--- src/rtl/kgprisc_pkg.sv ---
// KGPRISC shared decode definitions: opcode values, decode-stage FSM
// encoding and the packed control bundle produced by the opcode lookup.
package kgprisc_pkg;

  localparam int OPC_W_P = 6;

  localparam logic [OPC_W_P-1:0] OP_RTYPE = 6'h00;
  localparam logic [OPC_W_P-1:0] OP_ADDI  = 6'h01;
  localparam logic [OPC_W_P-1:0] OP_LW    = 6'h02;
  localparam logic [OPC_W_P-1:0] OP_SW    = 6'h03;
  localparam logic [OPC_W_P-1:0] OP_BR    = 6'h04;
  localparam logic [OPC_W_P-1:0] OP_CALL  = 6'h05;

  typedef enum logic [1:0] {
    IDLE = 2'd0,
    RUN  = 2'd1,
    HALT = 2'd2
  } state_t;

  typedef struct packed {
    logic branch;
    logic mem_read;
    logic mem_to_reg;
    logic mem_write;
    logic alu_src;
    logic reg_write;
    logic ra_reg_write;
    logic illegal;
  } ctrl_t;

  // True for every opcode the core implements.
  function automatic logic is_legal_op(input logic [OPC_W_P-1:0] op);
    return op inside {OP_RTYPE, OP_ADDI, OP_LW, OP_SW, OP_BR, OP_CALL};
  endfunction

endpackage

--- src/rtl/ctrl_lut.sv ---
// Combinational opcode/funct to control-bundle lookup for the decode stage.
module ctrl_lut
  import kgprisc_pkg::*;
#(
  parameter int OPC_W   = 6,
  parameter int ALUOP_W = 4
) (
  input  logic [OPC_W-1:0]   opcode,
  input  logic [ALUOP_W-1:0] funct,
  output ctrl_t              ctrl,
  output logic [ALUOP_W-1:0] alu_op
);

  // Decode table; anything not listed leaves every control low and flags illegal.
  always_comb begin
    ctrl   = '0;
    alu_op = '0;
    case (opcode)
      OPC_W'(OP_RTYPE): begin
        ctrl.reg_write = 1'b1;
        alu_op         = funct;
      end
      OPC_W'(OP_ADDI): begin
        ctrl.alu_src   = 1'b1;
        ctrl.reg_write = 1'b1;
      end
      OPC_W'(OP_LW): begin
        ctrl.mem_read   = 1'b1;
        ctrl.mem_to_reg = 1'b1;
        ctrl.alu_src    = 1'b1;
        ctrl.reg_write  = 1'b1;
      end
      OPC_W'(OP_SW): begin
        ctrl.mem_write = 1'b1;
        ctrl.alu_src   = 1'b1;
      end
      OPC_W'(OP_BR): begin
        ctrl.branch = 1'b1;
      end
      OPC_W'(OP_CALL): begin
        ctrl.branch       = 1'b1;
        ctrl.ra_reg_write = 1'b1;
      end
      default: begin
        ctrl.illegal = 1'b1;
      end
    endcase
  end

endmodule

--- src/rtl/instr_decode_stage.sv ---
// KGPRISC registered instruction-decode stage (fetch -> execute).
// Valid/ready on both sides, start gating, flush, halt on illegal opcode.
// Optional build macro DECODE_SKID_EN: 2-entry skid buffer ahead of the
// output register with a registered in_ready.
module instr_decode_stage
  import kgprisc_pkg::*;
#(
  parameter int INSTR_W = 32,
  parameter int OPC_W   = 6,
  parameter int REG_AW  = 5,
  parameter int IMM_W   = 16,
  parameter int ALUOP_W = 4,
  parameter int DATA_W  = 32
) (
  input  logic               clk,
  input  logic               rst,
  input  logic               start,
  input  logic               flush,
  input  logic               in_valid,
  input  logic [INSTR_W-1:0] in_instr,
  output logic               in_ready,
  output logic               out_valid,
  input  logic               out_ready,
  output logic               branch,
  output logic               mem_read,
  output logic               mem_to_reg,
  output logic               mem_write,
  output logic               alu_src,
  output logic               reg_write,
  output logic               ra_reg_write,
  output logic [ALUOP_W-1:0] alu_op,
  output logic [REG_AW-1:0]  rs,
  output logic [REG_AW-1:0]  rt,
  output logic [REG_AW-1:0]  rd,
  output logic [DATA_W-1:0]  imm_ext,
  output logic               illegal,
  output logic               halted
);

  localparam int RS_HI = INSTR_W - OPC_W - 1;
  localparam int RT_HI = RS_HI - REG_AW;
  localparam int RD_HI = RT_HI - REG_AW;

  function automatic logic signed [DATA_W-1:0] sext_imm(input logic [IMM_W-1:0] f);
    logic signed [IMM_W-1:0] s;
    s = signed'(f);
    return DATA_W'(s);
  endfunction

  state_t state, state_nxt;

  logic               accept;
  logic               out_adv;
  logic               load_out;
  logic               in_legal;
  logic [INSTR_W-1:0] src_instr;
  ctrl_t              dec_ctrl;
  logic [ALUOP_W-1:0] dec_alu_op;

  logic                      vld_p1;
  ctrl_t                     ctrl_p1;
  logic [ALUOP_W-1:0]        alu_op_p1;
  logic [REG_AW-1:0]         rs_p1, rt_p1, rd_p1;
  logic signed [DATA_W-1:0]  imm_p1;

  assign accept   = in_valid && in_ready;
  assign out_adv  = !vld_p1 || out_ready;
  assign in_legal = is_legal_op(OPC_W_P'(in_instr[INSTR_W-1 -: OPC_W]));

`ifdef DECODE_SKID_EN
  logic [INSTR_W-1:0] skid_q [2];
  logic               head_q;
  logic [1:0]         cnt_q, cnt_nxt;
  logic               in_ready_q;
  logic               push, pop;

  // Oldest buffered word goes out first; an empty buffer lets the input bypass.
  assign pop       = out_adv && (cnt_q != 2'd0);
  assign push      = accept && !(out_adv && (cnt_q == 2'd0));
  assign load_out  = out_adv && ((cnt_q != 2'd0) || accept);
  assign src_instr = (cnt_q != 2'd0) ? skid_q[head_q] : in_instr;
  assign cnt_nxt   = cnt_q + 2'(push) - 2'(pop);
  assign in_ready  = in_ready_q;

  // Skid occupancy and registered ready; flush empties both entries.
  always_ff @(posedge clk) begin
    if (rst || flush) begin
      cnt_q  <= 2'd0;
      head_q <= 1'b0;
    end else begin
      cnt_q  <= cnt_nxt;
      head_q <= head_q ^ pop;
    end
    if (rst) in_ready_q <= 1'b0;
    else     in_ready_q <= (state_nxt == RUN) && (flush || (cnt_nxt < 2'd2));
  end

  // Skid storage: write at tail (head + count).
  always_ff @(posedge clk) begin
    if (push) skid_q[head_q ^ cnt_q[0]] <= in_instr;
  end
`else
  assign in_ready  = (state == RUN) && out_adv;
  assign load_out  = accept;
  assign src_instr = in_instr;
`endif

  ctrl_lut #(
    .OPC_W  (OPC_W),
    .ALUOP_W(ALUOP_W)
  ) u_ctrl_lut (
    .opcode(src_instr[INSTR_W-1 -: OPC_W]),
    .funct (src_instr[ALUOP_W-1:0]),
    .ctrl  (dec_ctrl),
    .alu_op(dec_alu_op)
  );

  // FSM state register.
  always_ff @(posedge clk) begin
    if (rst) state <= IDLE;
    else     state <= state_nxt;
  end

  // Next state: flush wins over start; an illegal accept halts unless flushed.
  always_comb begin
    state_nxt = state;
    case (state)
      IDLE:    if (!flush && start) state_nxt = RUN;
      RUN:     if (accept && !flush && !in_legal) state_nxt = HALT;
      HALT:    if (flush) state_nxt = RUN;
      default: state_nxt = IDLE;
    endcase
  end

  // ---- stage p1: registered control bundle ----
  // Output register: load on transfer, hold while stalled, drop on flush.
  always_ff @(posedge clk) begin
    if (rst) begin
      vld_p1    <= 1'b0;
      ctrl_p1   <= '0;
      alu_op_p1 <= '0;
      rs_p1     <= '0;
      rt_p1     <= '0;
      rd_p1     <= '0;
      imm_p1    <= '0;
    end else if (flush) begin
      vld_p1 <= 1'b0;
    end else if (load_out) begin
      vld_p1    <= 1'b1;
      ctrl_p1   <= dec_ctrl;
      alu_op_p1 <= dec_alu_op;
      rs_p1     <= src_instr[RS_HI -: REG_AW];
      rt_p1     <= src_instr[RT_HI -: REG_AW];
      rd_p1     <= src_instr[RD_HI -: REG_AW];
      imm_p1    <= sext_imm(src_instr[IMM_W-1:0]);
    end else if (out_ready) begin
      vld_p1 <= 1'b0;
    end
  end

  assign out_valid    = vld_p1;
  assign branch       = ctrl_p1.branch;
  assign mem_read     = ctrl_p1.mem_read;
  assign mem_to_reg   = ctrl_p1.mem_to_reg;
  assign mem_write    = ctrl_p1.mem_write;
  assign alu_src      = ctrl_p1.alu_src;
  assign reg_write    = ctrl_p1.reg_write;
  assign ra_reg_write = ctrl_p1.ra_reg_write;
  assign illegal      = ctrl_p1.illegal;
  assign alu_op       = alu_op_p1;
  assign rs           = rs_p1;
  assign rt           = rt_p1;
  assign rd           = rd_p1;
  assign imm_ext      = imm_p1;
  assign halted       = (state == HALT);

endmodule

--- config.mk ---
export PLATFORM = sky130hd
export DESIGN_NAME = instr_decode_stage
export DESIGN_NICKNAME = d
export VERILOG_FILES = /design/src/rtl/kgprisc_pkg.sv /design/src/rtl/ctrl_lut.sv /design/src/rtl/instr_decode_stage.sv
export SDC_FILE = /design/constraint.sdc
export NUM_CORES = 1
export LEC_CHECK = 0
export BUFFER_PORTS_ARGS = -buffer_cell sky130_fd_sc_hd__clkbuf_2
export CORE_MARGIN = 3
export CORE_UTILIZATION = 38
export DETAILED_ROUTE_END_ITERATION = 8
export PLACE_DENSITY = 0.77
export SYNTH_ARGS = -nofsm -noshare
export SYNTH_HDL_FRONTEND = slang
export SYNTH_SLANG_ARGS = --single-unit
--- constraint.sdc ---
create_clock -name clk -period 1.65 [get_ports clk]
set_input_delay 0 -clock clk [delete_from_list [all_inputs] [get_ports clk]]
set_output_delay 0 -clock clk [all_outputs]
set_load 0.02 [all_outputs]
# After elaboration in Yosys (flattened, before gate mapping)
# Index checks and enable logic that the tools add are counted.
# W data, S select, Z words.
[totals] mem_bits_ro=0 mem_count=0 output_inout_bits=62 ramBits=0 regBits=46 latch_bits=0 elab_cells=60
[op_classes] order_cmp=0 bitwise=1 shift=0 n_reduce_logical=20 n_eq_ne=10 multipliers=0 add_sub_neg=0 div=0 mux=14
[ops] op="$eq A6 B2 Y1 const B" n=2
[ops] op="$eq A6 B3 Y1 const B" n=2
[ops] op="$mux W1" n=8
[ops] op="$mux W2" n=4
[ops] op="$eq A6 B1 Y1 const B" n=1
[ops] op="$logic_not A6 Y1" n=1
[ops] op="$pmux W2 S3" n=1
[ops] op="$reduce_bool A6 Y1" n=1
[ops] op="$reduce_or A3 Y1" n=2
[ops] op="$reduce_or A6 Y1" n=1
[ops] op="$logic_and A1 B1 Y1" n=5
[ops] op="$mux W4" n=1
[ops] op="$ne A2 B2 Y1 const B" n=2
[ops] op="$reduce_or A2 Y1" n=2
[ops] op="$logic_not A1 Y1" n=3
[ops] op="$reduce_and A3 Y1" n=1
[ops] op="$eq A2 B1 Y1 const B" n=1
[ops] op="$eq A2 B2 Y1 const B" n=1
[ops] op="$logic_not A2 Y1" n=1
[ops] op="$ne A2 B1 Y1 const B" n=1
[ops] op="$reduce_and A2 Y1" n=1
[ops] op="$reduce_bool A2 Y1" n=1
[ops] op="$logic_or A1 B1 Y1" n=1
[ops] op="$not A1 Y1" n=1

# Logic depth before layout (Yosys ltp)
# Gate-level depths: netlist (run 1).
[logic_depth] ltp_word=8 depth_mapped=6 ltp_nobuf=4

# Cells and area by module
# A second synthesis (run 1) with hierarchy kept.
[hier_totals] hier_cells=239 area_unflattened_um2=2087.0
[modules_own_cells] module="instr_decode_stage" cells_per_inst=222 n_inst=1 area_each_um2=1975.6
[modules_own_cells] module="ctrl_lut" cells_per_inst=17 n_inst=1 area_each_um2=111.4

# Worst setup path before layout (run 1)
# Ideal clock, no wire load.
[synth_path] path_type="reg-to-reg" start="register vld_p1 (netlist: out_valid)" end="register alu_op_p1[0] (netlist: alu_op[0])" arrival_time_ps=1511 setup_slack_ps=78 path_stages_with_launch=5 path_buffers=0 t_required_ps=1589 setup_ps=61 path_cell_list="dfxtp_1 nor2b_1 or3_4 nor4b_4 a32o_1"
[synth_via] elab_chain_cells=5
[synth_rtl] element="start, declared" line="instr_decode_stage.sv:60" text="logic vld_p1;"
[synth_rtl] element="start signal, assigned" line="instr_decode_stage.sv:139" text="vld_p1 <= 1'b0;"
[synth_rtl] element="start signal, assigned" line="instr_decode_stage.sv:147" text="vld_p1 <= 1'b0;"
[synth_rtl] element="start signal, assigned" line="instr_decode_stage.sv:149" text="vld_p1 <= 1'b1;"
[synth_rtl] element="$logic_not A1 Y1" line="instr_decode_stage.sv:67" text="assign out_adv = !vld_p1 || out_ready;"
[synth_rtl] element="$logic_or A1 B1 Y1" line="instr_decode_stage.sv:67"
[synth_rtl] element="$logic_and A1 B1 Y1" line="instr_decode_stage.sv:103" text="assign in_ready = (state == RUN) && out_adv;"
[synth_rtl] element="$logic_and A1 B1 Y1" line="instr_decode_stage.sv:66" text="assign accept = in_valid && in_ready;"
[synth_rtl] element="$reduce_and A2 Y1 (no source line)"
[synth_rtl] element="end signal, assigned" line="instr_decode_stage.sv:151" text="alu_op_p1 <= dec_alu_op;"
[synth_rtl] element="end, declared" line="instr_decode_stage.sv:62" text="logic [ALUOP_W-1:0] alu_op_p1;"
# Every way passes these cells.
# A chain may end at the register's enable or synchronous reset.

# Final worst setup path (run 1)
[layout_path] start="register state[1]" end="register state[0]"
[layout_via] elab_chain_cells=7 elab_cells_between_ends=12 classes_between="eq/ne (5); mux (1); reduce/logical (6)"
[layout_rtl] element="start, declared" line="instr_decode_stage.sv:50" text="state_t state, state_nxt;"
[layout_rtl] element="start signal, assigned" line="instr_decode_stage.sv:121" text="else state <= state_nxt;"
[layout_rtl] element="$eq A2 B1 Y1" line="instr_decode_stage.sv:103, instr_decode_stage.sv:127"
[layout_rtl] element="$logic_and A1 B1 Y1" line="instr_decode_stage.sv:103"
[layout_rtl] element="$logic_and A1 B1 Y1" line="instr_decode_stage.sv:66"
[layout_rtl] element="$logic_and A1 B1 Y1 (2 in a row)" line="instr_decode_stage.sv:129" text="RUN: if (accept && !flush && !in_legal) state_nxt = HALT;"
[layout_rtl] element="$ne A2 B1 Y1 (no source line)"
[layout_rtl] element="$reduce_and A3 Y1 (no source line)"
# Several ways; a longest one is shown, not always the timed one.

==> results of run 1 <==
[report_power, final]
part | internal (uW) | switching (uW)
Clock | 449 | 316
Sequential | 983 | 11.8
Combinational | 125 | 134
Total | 1560 | 461
[worst max-delay path by stage]
stage                           startpoint                endpoint  slack (ps)  cells after the start
detailed placement   state[1]$_SDFFE_PP0P_  alu_op[0]$_SDFFE_PP0P_          20                      4
global placement     state[1]$_SDFFE_PP0P_  alu_op[1]$_SDFFE_PP0P_          60                      4
global route         state[1]$_SDFFE_PP0P_   state[0]$_SDFFE_PP0P_           8                      5
floorplan           out_valid$_SDFFE_PP0P_  alu_op[0]$_SDFFE_PP0P_          80                      4
finish               state[1]$_SDFFE_PP0P_   state[0]$_SDFFE_PP0P_          70                      5
CTS                  state[1]$_SDFFE_PP0P_  alu_op[0]$_SDFFE_PP0P_         0.9                      4
[metrics by stage]
stage	cell area (um2)	hold WS (ps)	util	std cells	power (uW)
6_report	2420	18.9	0.595	350	2020
5_1_grt	2420	29.1	0.595	350	2110
4_1_cts	2400	11.2	0.593	349	2040
3_5_place_dp	2030	231	0.500	314	1230
3_3_place_gp	2030	224	0.500	314	1220
2_1_floorplan	1620	79.3	-	189	1140
[routing by layer]
| layer | track usage | vias up | share of wire |
|---|---|---|---|
| li1 | - | 828 | - |
| met1 | 0.179 | 715 | 0.40 |
| met2 | 0.288 | 79 | 0.49 |
| met3 | 0.0483 | 7 | 0.093 |
| met4 | 0.0522 | 0 | 0.012 |
| met5 | 0 | - | 0 |
[critical path, stage by stage (launching register included)]
cell	delay (ps)
dfxtp_1	340
nand2b_2	180
buf_4	150
a2111o_1	390
a221oi_1	320
a211oi_1	80
[final cells by class]
type,instances,share of cell area
clock inverters,2,0.0145
repair buffers,134,0.343
clock buffers,6,0.0300
inverters,3,0.00466
well taps,50,0.0259
multi-input cells,115,0.250
flip-flops and latches,40,0.331
[synthesized netlist by cell type, types with 2 or more instances]
cell type	number	share of area
clkbuf_1	4	0.0093
nand2_1	56	0.13
buf_4	22	0.10
a22o_1	2	0.011
dfxtp_1	40	0.50
a32o_1	6	0.037
nand2b_1	4	0.015
nor2_1	5	0.012
nor3_1	2	0.0062
a21oi_1	29	0.090
inv_1	3	0.0070
buf_2	5	0.015
[cell families (layout without fill, tap and decap cells)]
logic type	Yosys count	in the layout	share of synthesized area
compound gates	42	42	0.164
flops	40	40	0.496
simple gates	73	73	0.206
buf+inv	34	145	0.134
[repair_timing]
action / in CTS / in global routing
hold buffers: 27 / 0
endpoints found under the setup margin: 0 / 8
hold endpoints to repair: 31 / 0
resized for setup: 0 / 1
buffers inserted: 0 / 1
[flip-flops by register name (all words and copies together), names as in the netlist]
signal and flops:
reg_write 1, rt 5, mem_write 1, branch 1, alu_op 4, rs 5, mem_read 1, alu_src 1
rd 5, imm_ext 11, state 2, out_valid 1, illegal 1, ra_reg_write 1
==> reports/metrics.yaml, run 1 <==
outcome:
  status: "finished, final reports clean"
cells_and_area:
  nets: 337
  seq_area_um2: 801
  syn_to_final_growth_pct: 49.6
  layout_commonest_cell: "clkbuf_2"
  multi_input_comb_area_um2: 604
  fill_cells: 352
  layout-drive-gt1-share: 0.393
  num_antenna_cells: 0
  layout_common_cells: "99 x clkbuf_2, 56 x nand2_1, 40 x dfxtp_1"
synthesis:
  ys_types: 23
  synth_edf_count: 0
  synthCells: 189
  syn-cell-area_um2: 1620
  synth-seq-cells: 40
  yosys_warnings: 0
  syn_avg_cell_area_um2: 8.55
  ys_seq_area_frac: 0.496
  syn_nets: 227
  yosys_most_used_dff: "dfxtp_1"
  async_flop_share: 0
sta:
  timing.final.ws_setup_ps: 68.4
  tightest_slew_ps: 569
  maxSlewViolCount: 0
  setup_viol: 0
  max_freq_ghz: 0.632
  fin_setup_tns_ps: 0
  fin_skew_ps: 6.53
  min_period_over_period: 0.959
  hold_viol: 0
  rsz0062_at_grt: "false"
  relSlewSlack: 0.620
  finalCriticalPeriod_ps: 1580
die:
  coreArea_um2: 4060
  fp.dieH_um: 71.2
  rows: 23
  die_area_um2: 5070
  ios: 100
  die_x_um: 71.2
  start_util: 0.398
job:
  cap_violations: 0
drt:
  wl_per_cell_um: 11.8
  drt_first_pass_iters: 4
  post_drt_via_cell_ratio: 4.65
  remaining_drc_errors: 0
  drt_iter0_markers: 53
  ant_nets: 0
  wirelength_mm: 4.11
  vias: 1629
global_routing:
  grt_usage: 0.160
  grt_start_max_net_pins: 29
  antenna_found_initial: 0
  grt_pass1_wl_mm: 6.61
  grt_pass1_vias: 1538
  gr-total-overflow: 0
clocking:
  htreeDepth: 2
  clk_latency_ps: 280
  cts.sinks: 40
  clk_path_buf_depth: 2
  cts_root_buf: "clkbuf_8"
  cts_tree: "yes"
  clk_pin_slew_ps: 70
  cts_buffers: 5
power_and_ir_drop:
  max-vdd-ir-drop_v: 0.000471
  power_leakage_uw: 0.00111
  power_density_nw_per_um2: 835
placement:
  routabilityCongestion: 0.796
  port_buffers: 99
  pre_cts_slack_ps: 19.1
  hpwl_mm: 2.82
worst_setup_path:
  worstRegToRegCells: 5
  crit_required_ps: 1810
  cp-start-kind: "flop"
  path_class: "reg2reg"
  rrSetupSlack_ps: 70
  end_kind: "flop"
  r2r_end: "state[0]$_SDFFE_PP0P_"
  r2r-start: "state[1]$_SDFFE_PP0P_"
  path_max_fanout: 4
  arrival_ps: 1750
hold_path:
  min_path_type: "in2reg"
  holdPathEnd: "state[0]$_SDFFE_PP0P_"
  hold-path-cell-count: 3
  worstHoldStart: "flush"
No activity file was read; power rests on OpenSTA's default activity.
==> run 2: changes to the inputs <==
- MAX_ROUTING_LAYER: default -> met4
- RECOVER_POWER: default -> 25
==> reports/metrics.yaml, run 2 (same netlist as run 1, synthesis figures left out) <==
worst_setup_path:
  path_max_fanout: 4
  crit_path_cell_trace: "nand2b_2 -> buf_4 -> a2111o_1 -> a221oi_1 -> a211oi_1"
  arrival_ps: 1750
  crit_required_ps: 1810
  path_class: "reg2reg"
  cpMaxStageDelayCell: "a2111o_1"
  slowest_delay_ps: 390
  cp-start-kind: "flop"
  end_kind: "flop"
sta:
  fin_setup_tns_ps: 0
  min_period_over_period: 0.959
  hold_viol: 0
  tightest_slew_ps: 583
  finalCriticalPeriod_ps: 1580
  maxSlewViolCount: 0
  setup_viol: 0
  rsz0062_at_grt: "false"
  max_freq_ghz: 0.632
  fin_skew_ps: 6.21
  relSlewSlack: 0.610
  timing.final.ws_setup_ps: 66.9
cells_and_area:
  layout_common_cells: "74 x clkbuf_2, 56 x nand2_1, 40 x dfxtp_1"
  layout-drive-gt1-share: 0.310
  syn_to_final_growth_pct: 47.6
  nets: 337
  largest_register_ffs: 11
  num_antenna_cells: 0
  fill_cells: 364
  layout_commonest_cell: "clkbuf_2"
drt:
  ant_nets: 0
  post_drt_via_cell_ratio: 4.72
  remaining_drc_errors: 0
  drt_first_pass_iters: 4
  vias: 1651
  wl_per_cell_um: 11.9
  wirelength_mm: 4.16
  drt_iter0_markers: 44
global_routing:
  gr-total-overflow: 0
  grt_usage: 0.165
  antenna_found_initial: 0
  grt_start_max_net_pins: 29
  grt_pass1_wl_mm: 6.61
  grt_pass1_vias: 1538
die:
  rows: 23
  ios: 100
  fp.dieH_um: 71.2
  coreArea_um2: 4060
  start_util: 0.398
  die_x_um: 71.2
  die_area_um2: 5070
placement:
  routabilityCongestion: 0.808
  pre_cts_slack_ps: 19.1
  hpwl_mm: 2.82
  port_buffers: 99
clocking:
  cts.sinks: 40
  clk_pin_slew_ps: 70
  cts_root_buf: "clkbuf_8"
  cts_buffers: 5
  clk_path_buf_depth: 2
  cts_tree: "yes"
  htreeDepth: 2
  clk_latency_ps: 280
power_and_ir_drop:
  max-vdd-ir-drop_v: 0.000470
  p_seq_frac: 0.494
  power_density_nw_per_um2: 845
  swShare: 0.229
  power_frac_clock: 0.379
  power_switching_uw: 461
  internal-power_uw: 1550
  finalPower_uw: 2010
  power_frac_comb: 0.127
  power_leakage_uw: 0.00102
hold_path:
  min_path_type: "in2reg"
outcome:
  status: "finished, final reports clean"
job:
  cap_violations: 0
[run 2: routing by layer]
| layer | share of wire | vias up | GRT usage |
|---|---|---|---|
| met5 | 0 | - | - |
| met2 | 0.49 | 84 | 0.288 |
| met1 | 0.40 | 731 | 0.179 |
| met4 | 0.012 | 0 | 0.0522 |
| met3 | 0.093 | 7 | 0.0483 |
| li1 | - | 829 | - |
[run 2: worst max-delay path, delay by kind of cell (launching register included)]
family	cells	cell delay (ps)
AO/OA/AOI/OAI	3	800
flip-flops	1	340
AND/OR/NAND/NOR	1	180
buffers and inverters	1	150
[run 2: path summary, 6_finish.rpt]
| path | from | endpoint | slack [ps] | cells past startpoint |
|---|---|---|---|---|
| max reg2reg | state[1]$_SDFFE_PP0P_ | state[0]$_SDFFE_PP0P_ | 70 | 5 |
| min | in_instr[26] | ra_reg_write$_SDFFE_PP0P_ | 20 | 3 |
| max | state[1]$_SDFFE_PP0P_ | state[0]$_SDFFE_PP0P_ | 70 | 5 |
| min reg2reg | rs[0]$_SDFFE_PP0P_ | rs[0]$_SDFFE_PP0P_ | 460 | 2 |
[run 2: cell type report]
type / instances / area, um2 / area share
clock buffers: 6 / 72.6 / 0.0304
clock inverters: 2 / 35.0 / 0.0147
inverters: 3 / 11.3 / 0.00472
multi-input cells: 115 / 604 / 0.253
flip-flops and latches: 40 / 801 / 0.336
well taps: 50 / 62.6 / 0.0262
repair buffers: 134 / 798 / 0.335
[run 2: per-stage QoR]
step | instances | instance area [um2] | hold WS, ps | utilization
after floorplan | 189 | 1620 | 79.3 | -
after global placement | 314 | 2030 | 224 | 0.500
after detailed placement | 314 | 2030 | 231 | 0.500
after CTS | 349 | 2400 | 11.2 | 0.593
after global routing | 350 | 2380 | 29.1 | 0.588
final | 350 | 2380 | 22.4 | 0.588
[run 2: what timing repair did]
item / 4_1_cts / 5_1_grt
endpoints found under the hold margin: 31 / 0
buffers inserted: 0 / 1
hold buffers: 27 / 0
resized for setup: 0 / 1
endpoints found under the setup margin: 0 / 8
[run 2: power by group through the flow]
stage	registers [uW]	logic, uW	clock network (uW)
floorplan	1040	100	0
global placement	1020	206	0
detailed placement	1020	209	0
CTS	995	259	790
global route	998	278	833
finish	995	257	763
==> run 3: changes to the inputs <==
- BUFFER_PORTS_ARGS: -buffer_cell sky130_fd_sc_hd__clkbuf_2 -> default
- CORE_UTILIZATION: 38 -> 46
- DONT_BUFFER_PORTS: default -> 1
- PLACE_DENSITY: 0.77 -> default
- PLACE_DENSITY_LB_ADDON: default -> 0.12
==> reports/metrics.yaml, run 3 (same netlist as run 1, synthesis figures left out) <==
outcome:
  status: "finished with violations"
  violations: "negative hold slack"
cells_and_area:
  num_antenna_cells: 0
  layout-drive-gt1-share: 0.118
  largest_register_ffs: 11
  syn_to_final_growth_pct: 25.6
  layout_common_cells: "56 x nand2_1, 37 x dfxtp_1, 37 x dlygate4sd3_1"
  nets: 249
  layout_commonest_cell: "nand2_1"
  final_cell_area_um2: 2030
  fill_cells: 296
clocking:
  clk_path_buf_depth: 2
  clk_latency_ps: 350
  cts.sinks: 40
  clk_pin_slew_ps: 110
  cts_buffers: 5
  cts_tree: "yes"
  cts_root_buf: "clkbuf_4"
  htreeDepth: 2
placement:
  routabilityCongestion: 0.672
  place_area_um2: 1540
  hpwl_mm: 2.46
  pre_cts_slack_ps: -6.99
  port_buffers: 0
job:
  cap_violations: 0
worst_setup_path:
  path_class: "reg2reg"
  cp-start-kind: "flop"
  path_max_fanout: 4
  crit_path_cell_trace: "nand2b_2 -> buf_4 -> a2111o_1 -> a221oi_2 -> a211oi_1"
  crit_buf_inv: 1
  cpMaxStageDelayCell: "a2111o_1"
  crit_family: "compound AO/OA/AOI/OAI gates"
  arrival_ps: 1820
  crit_required_ps: 1890
  end_kind: "flop"
  slowest_delay_ps: 410
  rrSetupSlack_ps: 70
sta:
  fin_skew_ps: 7.98
  setup_viol: 0
  finalCriticalPeriod_ps: 1580
  maxSlewViolCount: 0
  min_period_over_period: 0.956
  timing.final.ws_setup_ps: 72.6
  hold_viol: 1
  tightest_slew_ps: 589
  max_freq_ghz: 0.634
  relSlewSlack: 0.606
  hold_slack_ps: -3.84
power_and_ir_drop:
  finalPower_uw: 1840
  power_density_nw_per_um2: 907
  max-vdd-ir-drop_v: 0.000610
  power_leakage_uw: 0.000716
hold_path:
  min_path_type: "in2reg"
global_routing:
  grt_pass1_wl_mm: 5.69
  grt_pass1_vias: 1244
  grt_start_max_net_pins: 35
  gr-total-overflow: 0
  antenna_found_initial: 0
  grt_usage: 0.182
die:
  ios: 100
  rows: 20
  start_util: 0.504
  die_area_um2: 4260
  die_x_um: 65.3
  coreArea_um2: 3200
  fp.dieH_um: 65.3
drt:
  post_drt_via_cell_ratio: 5.24
  drt_first_pass_iters: 4
  wl_per_cell_um: 15.7
  wirelength_mm: 4.03
  drt_iter0_markers: 37
  vias: 1342
  ant_nets: 0
  remaining_drc_errors: 0
[run 3: layer usage]
metal	vias to the layer above	part of all wire	global-route usage	wire, um
met5	-	0	-	0
met4	0	0.013	0.0751	53
met3	7	0.087	0.0701	350
met2	55	0.55	0.322	2220
met1	630	0.35	0.176	1410
li1	650	-	-	-
[run 3: repair_timing]
action                                 in CTS  in global routing
hold buffers                               12                 26
pin swaps                                   1                  1
resized for setup                           0                  5
setup endpoints to repair                   6                 33
setup buffers                               1                  0
endpoints found under the hold margin      40                 33
[run 3: per-stage QoR]
stage / TNS (ps) / utilization / hold slack (ps) / std cells
after floorplan: 0 / - / 79.3 / 189
after global placement: 0 / 0.481 / 67.9 / 209
after CTS: 0 / 0.545 / -315 / 230
final: 0 / 0.634 / -3.84 / 256
after detailed placement: -22.8 / 0.481 / 69.3 / 209
after global routing: -10.8 / 0.634 / 31.0 / 256
[run 3: path summary, 6_finish.rpt]
kind,start,end,cells after the start
worst max-delay path,state[1]$_SDFFE_PP0P_,state[0]$_SDFFE_PP0P_,5
worst max register to register,state[1]$_SDFFE_PP0P_,state[0]$_SDFFE_PP0P_,5
worst min register to register,state[1]$_SDFFE_PP0P_,state[0]$_SDFFE_PP0P_,1
worst min-delay path,flush,state[0]$_SDFFE_PP0P_,3
[run 3: final cells by class]
type	instances	area, um2	area share
clock buffer	6	41.3	0.0203
clock inverter	2	35.0	0.0173
inverter	3	11.3	0.00555
multi-input combinational	115	613	0.302
sequential	40	807	0.398
tap	44	55.1	0.0271
timing repair buffer	46	467	0.230
[run 3: worst min-delay path: stages]
cell      delay, ps
nor2_1           30
a221oi_2        210
a211oi_1         70
[run 3: power by group]
group	total, uW	internal (uW)	switching (uW)
Clock	629	318	312
Sequential	1020	983	36.7
Combinational	192	97.0	94.8
Total	1840	1400	443
